## src/rtl/z80_mem_arbiter.sv

```systemverilog
// Arbiter sharing one single-port memory between the Z80 bus and the video fetcher.
// Video has priority; a burst counter bounds how long a pending CPU access can be held off.
module z80_mem_arbiter #(
  parameter int MEM_LAT   = 2,
  parameter int VID_BURST = 1
) (
  input  logic        CLK_n,
  input  logic        RESET_n,
  input  logic        cpu_mreq_n,
  input  logic        cpu_rd_n,
  input  logic        cpu_wr_n,
  input  logic        cpu_rfsh_n,
  input  logic [15:0] cpu_a,
  input  logic [7:0]  cpu_do,
  output logic [7:0]  cpu_di,
  output logic        cpu_clken,
  input  logic        vid_req,
  input  logic [15:0] vid_addr,
  output logic        vid_ack,
  output logic [7:0]  vid_data,
  output logic [15:0] mem_a,
  output logic [7:0]  mem_d,
  input  logic [7:0]  mem_q,
  output logic        mem_we,
  output logic        mem_oe
);

  typedef enum logic [1:0] {IDLE, VID, CPU} state_t;

  localparam logic [2:0] LAST   = 3'(MEM_LAT - 1);
  localparam logic [1:0] VB_MAX = 2'(VID_BURST);

  state_t      state_reg, state_next;
  logic [2:0]  cnt_reg;
  logic [1:0]  vburst_reg;
  logic        cpu_done_reg;
  logic        is_wr_reg;
  logic        vid_ack_reg;
  logic [7:0]  cpu_di_reg;
  logic [7:0]  vid_data_reg;
  logic [15:0] mem_a_reg;
  logic [7:0]  mem_d_reg;

  logic cpu_req;
  logic vid_win;
  logic last;

  // cpu_done masks a strobe that is still low after its access was served
  assign cpu_req = !cpu_mreq_n & cpu_rfsh_n & (!cpu_rd_n | !cpu_wr_n) & !cpu_done_reg;
  assign vid_win = vid_req & (!cpu_req | (vburst_reg < VB_MAX));
  assign last    = (cnt_reg == LAST);

  always_comb begin
    state_next = state_reg;
    case (state_reg)
      IDLE: begin
        if (vid_win)
          state_next = VID;
        else if (cpu_req)
          state_next = CPU;
      end
      VID, CPU: begin
        if (last)
          state_next = IDLE;
      end
      default: state_next = IDLE;
    endcase
  end

  always_ff @(posedge CLK_n or negedge RESET_n) begin
    if (!RESET_n) begin
      state_reg    <= IDLE;
      cnt_reg      <= 3'd0;
      vburst_reg   <= 2'd0;
      cpu_done_reg <= 1'b0;
      is_wr_reg    <= 1'b0;
      vid_ack_reg  <= 1'b0;
      cpu_di_reg   <= 8'd0;
      vid_data_reg <= 8'd0;
      mem_a_reg    <= 16'd0;
      mem_d_reg    <= 8'd0;
    end else begin
      state_reg   <= state_next;
      vid_ack_reg <= 1'b0;

      if (state_reg != IDLE && !last)
        cnt_reg <= cnt_reg + 3'd1;
      else
        cnt_reg <= 3'd0;

      if (state_reg == CPU && last)
        cpu_done_reg <= 1'b1;
      else if (cpu_mreq_n)
        cpu_done_reg <= 1'b0;

      case (state_reg)
        IDLE: begin
          if (vid_win) begin
            mem_a_reg  <= vid_addr;
            vburst_reg <= cpu_req ? vburst_reg + 2'd1 : 2'd0;
          end else if (cpu_req) begin
            // the access kind is frozen here so a dropped strobe cannot cancel it
            mem_a_reg  <= cpu_a;
            is_wr_reg  <= !cpu_wr_n;
            vburst_reg <= 2'd0;
            if (!cpu_wr_n)
              mem_d_reg <= cpu_do;
          end else begin
            vburst_reg <= 2'd0;
          end
        end
        VID: begin
          if (last) begin
            vid_data_reg <= mem_q;
            vid_ack_reg  <= 1'b1;
          end
        end
        CPU: begin
          if (last && !is_wr_reg)
            cpu_di_reg <= mem_q;
        end
        default: ;
      endcase
    end
  end

  assign mem_we    = (state_reg == CPU) & is_wr_reg;
  assign mem_oe    = (state_reg == VID) | ((state_reg == CPU) & !is_wr_reg);
  assign cpu_clken = RESET_n ? !cpu_req : 1'b1;
  assign cpu_di    = cpu_di_reg;
  assign vid_data  = vid_data_reg;
  assign vid_ack   = vid_ack_reg;
  assign mem_a     = mem_a_reg;
  assign mem_d     = mem_d_reg;

endmodule

```

## config.mk

```make
export PLATFORM = sky130hd
export DESIGN_NAME = z80_mem_arbiter
export DESIGN_NICKNAME = d
export VERILOG_FILES = /design/src/rtl/z80_mem_arbiter.sv
export SDC_FILE = /design/constraint.sdc
export NUM_CORES = 1
export LEC_CHECK = 0
export BUFFER_PORTS_ARGS = -buffer_cell sky130_fd_sc_hd__buf_4
export CORE_ASPECT_RATIO = 1.75
export CORE_MARGIN = 4
export CORE_UTILIZATION = 25
export CTS_BUF_LIST = sky130_fd_sc_hd__clkbuf_4
export DETAILED_ROUTE_END_ITERATION = 7
export PLACE_DENSITY = 0.54
export SLEW_MARGIN = 30
export SYNTH_ARGS = -nofsm -noshare
export SYNTH_HDL_FRONTEND = slang
export SYNTH_SLANG_ARGS = --single-unit
```

## constraint.sdc

```tcl
create_clock -name CLK_n -period 2.9 [get_ports CLK_n]
set_input_delay 0.58 -clock CLK_n [delete_from_list [all_inputs] [get_ports CLK_n]]
set_output_delay 0.58 -clock CLK_n [all_outputs]
set_load 0.02 [all_outputs]
```

==> summary.md, run 1 <==
| Metric | Value |
|---|---|
| Run status | finished clean |
| Die Area | 10600 sq um |
| Via count of the routed design | 1592 |
| H-tree Lvls | 2 |
| Final non-filler cell total | 382 |
| Effective utilization at floorplan | 0.256 |
| Count of mapped cells out of synthesis | 160 |
| Number of violations of the max-capacitance limit | 0 |
| Total negative slack | 0 ps |
| Sequential element share of the synthesized area | 0.560 |
| Clk slew on worst S/H paths | 160 ps |
| Total area of sequential cells | 1250 sq um |
| Number of distinct library cells after synthesis | 24 |
| Total routing resource utilization after global routing | 0.101 |
| Count of filler cells inserted in the layout | 887 |
| Number of nets in the layout | 326 |
| Element type at the critical path end | output pin |
| Multi-input gate area in the final layout | 922 sq um |
| Diodes inserted | 0 |
| Worst-case clock buffer depth | 2 |
| Final critical path time including I/O delays and setup | 2320 ps |
| Number of instances resized during post-cts repair | 0 |
| Leakage | 1.51 nW |
| Highest net fanout along the worst path | 5 |
| Core utilization of the finished layout | 0.364 |
| First-pass iteration count of the detailed router | 3 |
| Yosys warnings | 0 |
| Layout cell share with drive strength beyond 1 | 0.581 |
| Maximum number of pins on one net before global-route repair | 51 |
| Cell row count | 45 |
| Final setup violation count | 0 |
| Post-CTS Setup Inserts | 0 |
| Normalized max-slew margin | 0.410 |
| Maximum frequency from static timing analysis | 431 MHz |
| 1st-iter DRT viols | 23 |
| Register bit total from synthesis | 50 |
| Number of buffers created by CTS | 5 |
| Quantity of hold-fixing buffers added after cts | 0 |
| Peak-usage layer in the global routing report | met2 |
| TritonCTS sink count | 50 |
| Remaining Overflow, GRT | 0 |
| Antenna viol nets, final | 0 |
| Peak VDD IR | 483 uV |
| Cell area after placement | 3120 sq um |
| Measured slew at the worst slew-check pin | 885 ps |
| Startpoint type of the worst setup path | flip-flop |
| Design Power | 3.08 mW |
| Met3 track demand over resource in global routing | 0.0291 |
| Cells after DPL | 375 |
| Clock tree root buffer cell | sky130_fd_sc_hd__clkbuf_4 |
| DR vias/cell | 4.17 |
| Final worst setup slack | 581 ps |
| Post-synthesis average cell area | 14.0 sq um |
| Hold WS | 308 ps |
| Grt met1 use | 0.107 |
| Count of boundary I/O pins | 99 |
| HP Class | in -> async |
| Final cycle utilization of the critical path | 0.800 |
| TritonCTS clock tree | yes |
| # DRC | 0 |
| Dpl hpwl | 3800 um |
| Synth-to-Final Area Change | 42.0% |
| Routed wire length per instance | 13.3 um |
| Netlist Area Pre-Place | 2240 sq um |
| Vert. Die Dim | 133 um |
| Area inside the core boundary | 8730 sq um |
| Worst-case setup slack after placement | 421 ps |
| Met2 track demand over resource in global routing | 0.181 |
| Data arrival time of the worst path | 1740 ps |
| Crit Path Category | reg -> out |
| Unrepaired setup endpoints after global routing | false |
| Via count of the first global-routing pass | 1740 |
| Post-route standard cell area excluding fillers | 3180 sq um |
| Fin Clk Skew | 19.7 ps |
| Required time reported for the critical path endpoint | 2320 ps |
| First-pass GRT wire length | 8390 um |
| Number of antenna violations at the first check in global routing | 0 |
| Latest clock arrival within the worst-skew pair | 380 ps |
| Power per unit of standard cell area | 970 nW/um^2 |
| Number of flip-flops in the largest register | 16 |
| Hold Fails Final Rpt | 0 |
| Weighted congestion reported at the end of routability-driven placement | 0.680 |
| Max-slew violation count | 0 |
| Die X-Extent | 79.5 um |
| Final wirelength | 5090 um |
| # port buffers | 98 |
| Net count of the mapped netlist | 221 |
[final cells by class]
class	count	share of cell area
well taps	117	0.0461
repair buffers	102	0.241
clock inverters	1	0.00236
clock buffers	6	0.0142
inverters	10	0.0118
flip-flops and latches	50	0.394
multi-input cells	96	0.290
[worst paths after layout]
kind                         startpoint           end  slack, ps  depth (start not counted)
max                        cpu_done_reg     cpu_clken        580                          4
min                             RESET_n      mem_a[3]        310                          2
max reg2reg                cpu_done_reg      mem_a[1]        780                          5
min reg2reg                  cnt_reg[0]    cnt_reg[0]        500                          1
max in group asynchronous       RESET_n    cnt_reg[2]       2140                          2
min in group CLK_n           cpu_mreq_n  cpu_done_reg        390                          2
[synthesized netlist by cell type]
cell | count | area (sq um)
sky130_fd_sc_hd__dfrtp_1 | 50 | 1250
sky130_fd_sc_hd__mux2_2 | 41 | 462
sky130_fd_sc_hd__mux2_1 | 16 | 180
sky130_fd_sc_hd__inv_1 | 10 | 37.5
sky130_fd_sc_hd__nand2_1 | 7 | 26.3
sky130_fd_sc_hd__ha_1 | 6 | 75.1
sky130_fd_sc_hd__nor2_1 | 4 | 15.0
sky130_fd_sc_hd__nand3_1 | 3 | 15.0
sky130_fd_sc_hd__nor3_1 | 3 | 15.0
sky130_fd_sc_hd__a21o_1 | 2 | 15.0
sky130_fd_sc_hd__and2_1 | 2 | 12.5
sky130_fd_sc_hd__buf_2 | 2 | 10.0
sky130_fd_sc_hd__mux2i_1 | 2 | 20.0
sky130_fd_sc_hd__o21ai_0 | 2 | 10.0
sky130_fd_sc_hd__buf_6 | 1 | 11.3
sky130_fd_sc_hd__clkbuf_1 | 1 | 3.75
sky130_fd_sc_hd__nor2_2 | 1 | 6.26
sky130_fd_sc_hd__nor2b_1 | 1 | 6.26
sky130_fd_sc_hd__nor3_2 | 1 | 10.0
sky130_fd_sc_hd__o21ai_2 | 1 | 8.76
sky130_fd_sc_hd__o22ai_1 | 1 | 6.26
sky130_fd_sc_hd__o31ai_4 | 1 | 21.3
sky130_fd_sc_hd__o32ai_1 | 1 | 8.76
sky130_fd_sc_hd__or3b_1 | 1 | 8.76
[power breakdown]
group          internal, mW  switching, mW
Combinational         0.775          0.784
Clock                 0.100          0.227
Sequential             1.02          0.171
Total                  1.90           1.18
[cell families after synthesis]
kind of cell	share of synthesized area
compound gates	0.0313
fa+ha+maj	0.0336
buf+inv	0.0280
flops	0.560
mux	0.296
simple gates	0.0515
[cells in the final DEF (no fill, tap or decap), drive strengths merged]
cell      count
a21o          2
and2          2
buf         102
clkbuf        6
clkinvlp      1
dfrtp        50
ha            6
inv          10
mux2         57
mux2i         2
nand2         7
nand3         3
nor2          5
nor2b         1
nor3          4
o21ai         3
o22ai         1
o31ai         1
o32ai         1
or3b          1
[critical path, stage by stage, from the launching register on]
cell                      delay (ps)
sky130_fd_sc_hd__dfrtp_1         400
sky130_fd_sc_hd__or3b_1          460
sky130_fd_sc_hd__nor2_2          270
sky130_fd_sc_hd__nand2_1          80
sky130_fd_sc_hd__buf_4           160
[layer usage]
layer  wire [um]  up-vias
met5           0        -
met4         103        0
met3         350        5
met2        2770       57
met1        1860      771
li1            -      759
No activity file was read; power rests on OpenSTA's default activity.
==> inputs of run 2 (changes only) <==
Settings changed: PLACE_DENSITY 0.54 to 0.55.
Clock period 2.9 ns to 1.9 ns, I/O delays scaled along.
==> run 2 against run 1 <==
The flow now finishes with violations (negative setup slack). Sequential power grew 54%. Die area is the same. Final area grew 10%. Count of clock-buffer cells in the layout shrank 1. Largest cell class unchanged.
==> summary.md, run 2 (synthesized netlist as in run 1, its figures left out) <==
| Metric | Value |
|---|---|
| Final wirelength | 5540 um (was 5090 um) |
| Violations in the final reports | negative setup slack |
| Number of violations of the max-capacitance limit | 0 (unchanged) |
| Run status | complete, but fails checks (was finished clean) |
| Switching power as a share of total power | 0.362 (was 0.384) |
| Post-route standard cell area excluding fillers | 3500 sq um (was 3180 sq um) |
| Required time reported for the critical path endpoint | 1520 ps (was 2320 ps) |
| Effective utilization at floorplan | 0.256 (unchanged) |
| Commonest non-fill, non-tap cell in the layout | sky130_fd_sc_hd__buf_4 (unchanged) |
| Power per unit of standard cell area | 1470 nW/um^2 (was 970 nW/um^2) |
| First-pass GRT wire length | 8940 um (was 8390 um) |
| Diodes inserted | 0 (unchanged) |
| Final worst setup slack | -93.1 ps (was 581 ps) |
| Antenna viol nets, final | 0 (unchanged) |
| Total routing resource utilization after global routing | 0.110 (was 0.101) |
| Dpl hpwl | 3940 um (was 3800 um) |
| Final non-filler cell total | 399 (was 382) |
| Cells after DPL | 387 (was 375) |
| Clock tree root buffer cell | sky130_fd_sc_hd__clkbuf_4 (unchanged) |
| Die X-Extent | 79.5 um (unchanged) |
| Layout cell share with drive strength beyond 1 | 0.667 (was 0.581) |
| Startpoint type of the worst setup path | flip-flop (unchanged) |
| Remaining Overflow, GRT | 0 (unchanged) |
| Maximum number of pins on one net before global-route repair | 51 (unchanged) |
| Clk network pwr share | 0.118 (was 0.106) |
| Area inside the core boundary | 8730 sq um (unchanged) |
| Normalized max-slew margin | 0.575 (was 0.410) |
| Weighted congestion reported at the end of routability-driven placement | 0.749 (was 0.680) |
| Synth-to-Final Area Change | 56.5% (was 42.0%) |
| 1st-iter DRT viols | 22 (was 23) |
| First-pass iteration count of the detailed router | 2 (was 3) |
| Number of buffers created by CTS | 5 (unchanged) |
| HP Class | in -> async (unchanged) |
| Leakage | 1.75 nW (was 1.51 nW) |
| DR vias/cell | 4.20 (was 4.17) |
| Clk slew on worst S/H paths | 140 ps (was 160 ps) |
| TritonCTS clock tree | yes (unchanged) |
| # port buffers | 98 (unchanged) |
| TritonCTS sink count | 50 (unchanged) |
| Most used cells in the layout excluding fill and tap cells | 111 x sky130_fd_sc_hd__buf_4, 50 x sky130_fd_sc_hd__dfrtp_1, 30 x sky130_fd_sc_hd__mux2_4 (was 102 x sky130_fd_sc_hd__buf_4, 50 x sky130_fd_sc_hd__dfrtp_1, 41 x sky130_fd_sc_hd__mux2_2) |
| Quantity of hold-fixing buffers added after cts | 0 (unchanged) |
| Cell row count | 45 (unchanged) |
| Total area of sequential cells | 1250 sq um (unchanged) |
| H-tree Lvls | 2 (unchanged) |
| Switching power summed over all nets | 1.86 mW (was 1.18 mW) |
| Number of antenna violations at the first check in global routing | 0 (unchanged) |
| Vert. Die Dim | 133 um (unchanged) |
| Internal cell power | 3.28 mW (was 1.90 mW) |
| Multi-input gate area in the final layout | 1050 sq um (was 922 sq um) |
| Via count of the routed design | 1675 (was 1592) |
| Crit Path Category | reg -> out (unchanged) |
| Hold Fails Final Rpt | 0 (unchanged) |
| Element type at the critical path end | output pin (unchanged) |
| Data arrival time of the worst path | 1610 ps (was 1740 ps) |
| Routed wire length per instance | 13.9 um (was 13.3 um) |
| Latest clock arrival within the worst-skew pair | 370 ps (was 380 ps) |
| Part of the total power dissipated in sequential elements | 0.357 (was 0.388) |
| Count of boundary I/O pins | 99 (unchanged) |
| Number of nets in the layout | 343 (was 326) |
| Share of power burned in combinational logic | 0.526 (was 0.506) |
| Count of filler cells inserted in the layout | 887 (unchanged) |
| Measured slew at the worst slew-check pin | 638 ps (was 885 ps) |
| Maximum frequency from static timing analysis | 502 MHz |
| Cell area after placement | 3300 sq um (was 3120 sq um) |
| Unrepaired setup endpoints after global routing | true (was false) |
| Number of flip-flops in the largest register | 16 (unchanged) |
| Final setup violation count | 15 (was 0) |
| Max-slew violation count | 0 (unchanged) |
| Peak VDD IR | 656 uV (was 483 uV) |
| Highest net fanout along the worst path | 2 (was 5) |
| Die Area | 10600 sq um (unchanged) |
| Final critical path time including I/O delays and setup | 1990 ps |
| Fin Clk Skew | 6.92 ps (was 19.7 ps) |
| # DRC | 0 (unchanged) |
| Via count of the first global-routing pass | 1852 (was 1740) |
| Final cycle utilization of the critical path | 1.05 |
| Worst-case clock buffer depth | 2 (unchanged) |
-- run 2: final cells by class --
| cell class | instances | share of cell area |
|---|---|---|
| flip-flops and latches | 50 | 0.358 |
| well taps | 117 | 0.0418 |
| clock buffers | 5 | 0.0107 |
| multi-input cells | 96 | 0.300 |
| clock inverters | 2 | 0.00966 |
| inverters | 10 | 0.0107 |
| repair buffers | 119 | 0.269 |
-- run 2: timing repair --
action	in CTS	in global routing
gates resized for setup	8	17
cloned	1	0
pin swaps	2	1
endpoints found under the setup margin	17	25
buffers inserted	4	2
-- run 2: power groups by stage --
stage	logic [mW]	clock network, mW	registers (mW)
3_5_place_dp	2.66	0	1.86
4_1_cts	2.71	0.666	1.84
6_report	2.70	0.605	1.83
3_3_place_gp	2.64	0	1.85
5_1_grt	2.92	0.700	1.91
2_1_floorplan	0.977	0	2.38
-- run 2: path summary, 6_finish.rpt --
kind                                    from            to  slack, ps  cells past startpoint
worst max register to register  cpu_done_reg     mem_a[12]        -70                      6
worst min register to register    cnt_reg[0]    cnt_reg[0]        480                      1
min in group CLK_n                cpu_mreq_n  cpu_done_reg        200                      2
max in group asynchronous            RESET_n      mem_d[7]       1340                      2
worst min-delay path                 RESET_n     cpu_di[2]        140                      2
worst max-delay path            cpu_done_reg     cpu_clken        -90                      5
-- run 2: per-stage QoR --
step                      utilization  setup slack [ps]  power [mW]  hold slack, ps  setup TNS, ps
after floorplan                     -              -223        3.35            84.4          -2350
after global placement          0.378              -168        4.49             458          -2650
after detailed placement        0.378              -192        4.53             474          -2960
after CTS                       0.395              -149        5.21             124          -1090
after global routing            0.401              -202        5.53             158          -1800
final                           0.401             -93.1        5.14             143           -575
-- run 2: metal layers --
metal / global-route usage / vias up / routed length, um
met1: 0.120 / 817 / 2140
li1: - / 794 / -
met2: 0.192 / 59 / 2940
met3: 0.0332 / 5 / 355
met4: 0.0478 / 0 / 104
met5: 0 / - / 0
-- run 2: critical path, stage by stage (launching register included) --
cell	delay [ps]
sky130_fd_sc_hd__dfrtp_1	400
sky130_fd_sc_hd__or3b_4	400
sky130_fd_sc_hd__buf_6	140
sky130_fd_sc_hd__nor2_4	110
sky130_fd_sc_hd__nand2_2	70
sky130_fd_sc_hd__buf_6	120
==> inputs of run 3 (changes only) <==
Settings changed: CELL_PAD_IN_SITES_DETAIL_PLACEMENT set to 0, CELL_PAD_IN_SITES_GLOBAL_PLACEMENT set to 1, PLACE_DENSITY 0.55 to 0.66.
==> run 3 against run 2 <==
The run still ends with negative setup slack left. Sequential share of layout area fell by 0.98 points. Maximum frequency up 0.89%. Count of clock-buffer cells in the layout unchanged. Die area unchanged. Setup slack gained 17 ps. Non-clock buffer count rose by 1. Critical endpoint unchanged. Final area increased by 2.8%.
==> summary.md, run 3 (synthesized netlist as in run 1, its figures left out) <==
| Metric | Value |
|---|---|
| Run status | complete, but fails checks (unchanged) |
| Violations in the final reports | negative setup slack (unchanged) |
| Slowest CP cell | sky130_fd_sc_hd__dfrtp_1 (unchanged) |
| Most used cell along the critical path | sky130_fd_sc_hd__buf_6 (unchanged) |
| Remaining Overflow, GRT | 0 (unchanged) |
| TritonCTS sink count | 50 (unchanged) |
| Unrepaired setup endpoints after global routing | true (unchanged) |
| Capturing point of the worst reg2reg path | mem_a[12] (unchanged) |
| Final cycle utilization of the critical path | 1.04 (was 1.05) |
| Synth-to-Final Area Change | 60.9% (was 56.5%) |
| First-pass iteration count of the detailed router | 2 (unchanged) |
| TritonCTS clock tree | yes (unchanged) |
| Routed wire length per instance | 14.1 um (was 13.9 um) |
| Number of buffers created by CTS | 5 (unchanged) |
| Diodes inserted | 0 (unchanged) |
| Worst-case clock buffer depth | 2 (unchanged) |
| Max-slew violation count | 0 (unchanged) |
| Final setup violation count | 17 (was 15) |
| Dpl hpwl | 4040 um (was 3940 um) |
| Power per unit of standard cell area | 1510 nW/um^2 (was 1470 nW/um^2) |
| # DRC | 0 (unchanged) |
| Clk slew on worst S/H paths | 150 ps (was 140 ps) |
| Internal cell power | 3.51 mW (was 3.28 mW) |
| Count of boundary I/O pins | 99 (unchanged) |
| Total area of sequential cells | 1250 sq um (unchanged) |
| Vert. Die Dim | 133 um (unchanged) |
| Slack of the worst reg-to-reg path | -70 ps (about the same) |
| Via count of the routed design | 1677 (was 1675) |
| Quantity of hold-fixing buffers added after cts | 0 (unchanged) |
| Number of antenna violations at the first check in global routing | 0 (unchanged) |
| Antenna viol nets, final | 0 (unchanged) |
| Data arrival time of the worst path | 1600 ps (was 1610 ps) |
| Most used cells in the layout excluding fill and tap cells | 111 x sky130_fd_sc_hd__buf_4, 50 x sky130_fd_sc_hd__dfrtp_1, 32 x sky130_fd_sc_hd__mux2_4 (was 111 x sky130_fd_sc_hd__buf_4, 50 x sky130_fd_sc_hd__dfrtp_1, 30 x sky130_fd_sc_hd__mux2_4) |
| Cell row count | 45 (unchanged) |
| First-pass GRT wire length | 8940 um (about the same) |
| Leakage | 1.79 nW (was 1.75 nW) |
| Multi-input gate area in the final layout | 1070 sq um (was 1050 sq um) |
| Via count of the first global-routing pass | 1804 (was 1852) |
| Maximum number of pins on one net before global-route repair | 51 (unchanged) |
| Clock tree root buffer cell | sky130_fd_sc_hd__clkbuf_4 (unchanged) |
| Maximum frequency from static timing analysis | 506 MHz (was 502 MHz) |
| Hold Fails Final Rpt | 0 (unchanged) |
| Fin Clk Skew | 7.27 ps (was 6.92 ps) |
| Critical path cell sequence | or3b_4, buf_6, nor2_4, nand2_2, buf_6 (unchanged) |
| Die Area | 10600 sq um (unchanged) |
| Required time reported for the critical path endpoint | 1520 ps (about the same) |
| Final wirelength | 5650 um (was 5540 um) |
| Slowest cell delay on critical path | 410 ps (was 400 ps) |
| Core utilization of the finished layout | 0.412 (was 0.401) |
| Area inside the core boundary | 8730 sq um (unchanged) |
| Startpoint type of the worst setup path | flip-flop (unchanged) |
| HP Class | in -> async (unchanged) |
| Worst-case setup slack after placement | -192 ps (about the same) |
| H-tree Lvls | 2 (unchanged) |
| Number of flip-flops in the largest register | 16 (unchanged) |
| Reg-to-reg critical path startpoint | cpu_done_reg (unchanged) |
| Switching power as a share of total power | 0.356 (was 0.362) |
| Count of filler cells inserted in the layout | 867 (was 887) |
| Crit Path Category | reg -> out (unchanged) |
| 1st-iter DRT viols | 30 (was 22) |
| Worst r2r path cells | 6 (unchanged) |
| Number of violations of the max-capacitance limit | 0 (unchanged) |
| Measured slew at the worst slew-check pin | 653 ps (was 638 ps) |
| Clk network pwr share | 0.142 (was 0.118) |
| Final critical path time including I/O delays and setup | 1980 ps (was 1990 ps) |
| Weighted congestion reported at the end of routability-driven placement | 0.751 (was 0.749) |
| Part of the total power dissipated in sequential elements | 0.338 (was 0.357) |
| # port buffers | 98 (unchanged) |
| Switching power summed over all nets | 1.94 mW (was 1.86 mW) |
| Share of power burned in combinational logic | 0.520 (was 0.526) |
| Layout cell share with drive strength beyond 1 | 0.676 (was 0.667) |
| DR vias/cell | 4.18 (was 4.20) |
| Commonest non-fill, non-tap cell in the layout | sky130_fd_sc_hd__buf_4 (unchanged) |
| Highest net fanout along the worst path | 2 (unchanged) |
| Element type at the critical path end | output pin (unchanged) |
| Total routing resource utilization after global routing | 0.109 (was 0.110) |
| Effective utilization at floorplan | 0.256 (unchanged) |
| Peak VDD IR | 935 uV (was 656 uV) |
| Number of nets in the layout | 344 (was 343) |
| Final worst setup slack | -75.6 ps (was -93.1 ps) |
| Die X-Extent | 79.5 um (unchanged) |
| Latest clock arrival within the worst-skew pair | 370 ps (about the same) |
| Normalized max-slew margin | 0.565 (was 0.575) |
## run 3: changes by cell type in the layout (fill, tap and decap cells not counted), sizes merged
cell / previous run / this run
bufinv: 1 / 2
clkbuf: 5 / 6
## run 3: power groups by stage
stage	Clock [mW]	Combinational, mW	Sequential (mW)
after CTS	0.822	2.79	1.84
after floorplan	0	0.977	2.38
final	0.773	2.83	1.84
after detailed placement	0	2.68	1.87
after global placement	0	2.65	1.85
after global routing	0.855	3.03	1.92
## run 3: critical path: cells and delay by family (launching register included)
family | cells | cell delay, ps
and+or+nand+nor | 3 | 550
buffers and inverters | 2 | 270
DFF | 1 | 410
## run 3: metrics by stage
step	instance area (sq um)	power [mW]	setup TNS, ps	instances	hold WS (ps)
CTS	3480	5.45	-728	398	136
detailed placement	3290	4.55	-2870	386	472
floorplan	2300	3.35	-2350	160	84.4
global route	3600	5.80	-2270	401	160
finish	3600	5.44	-970	401	126
global placement	3290	4.51	-2580	386	461
## run 3: final cells by class
cell class	instances	area share
Sequential cell	50	0.348
Inverter	10	0.0104
Clock buffer	5	0.0104
Timing Repair Buffer	120	0.273
Multi-Input combinational cell	96	0.298
Clock inverter	3	0.0191
Tap cell	117	0.0407
## run 3: timing repair
item	4_1_cts	5_1_grt
endpoints found under the setup margin	17	26
pin swaps	3	1
setup buffers	4	2
gates resized for setup	6	22
cloned	1	1
## run 3: how the worst max path moves through the flow
stage	cells after the start	slack, ps	from	end
4_1_cts	5	-100	cpu_done_reg	cpu_clken
3_5_place_dp	6	-190	cpu_mreq_n	mem_a[8]
6_report	5	-80	cpu_done_reg	cpu_clken
3_3_place_gp	6	-170	cpu_mreq_n	mem_a[5]
5_1_grt	5	-170	cpu_done_reg	cpu_clken
2_1_floorplan	6	-220	cpu_mreq_n	mem_a[0]
## run 3: per-layer routing
| metal | routed length, um | track usage | vias to the layer above | part of all wire |
|---|---|---|---|---|
| met1 | 2110 | 0.122 | 813 | 0.37 |
| met2 | 3100 | 0.192 | 55 | 0.55 |
| met3 | 327 | 0.0271 | 8 | 0.058 |
| met4 | 112 | 0.0468 | 0 | 0.020 |
| met5 | 0 | 0 | - | 0 |
| li1 | - | - | 801 | - |
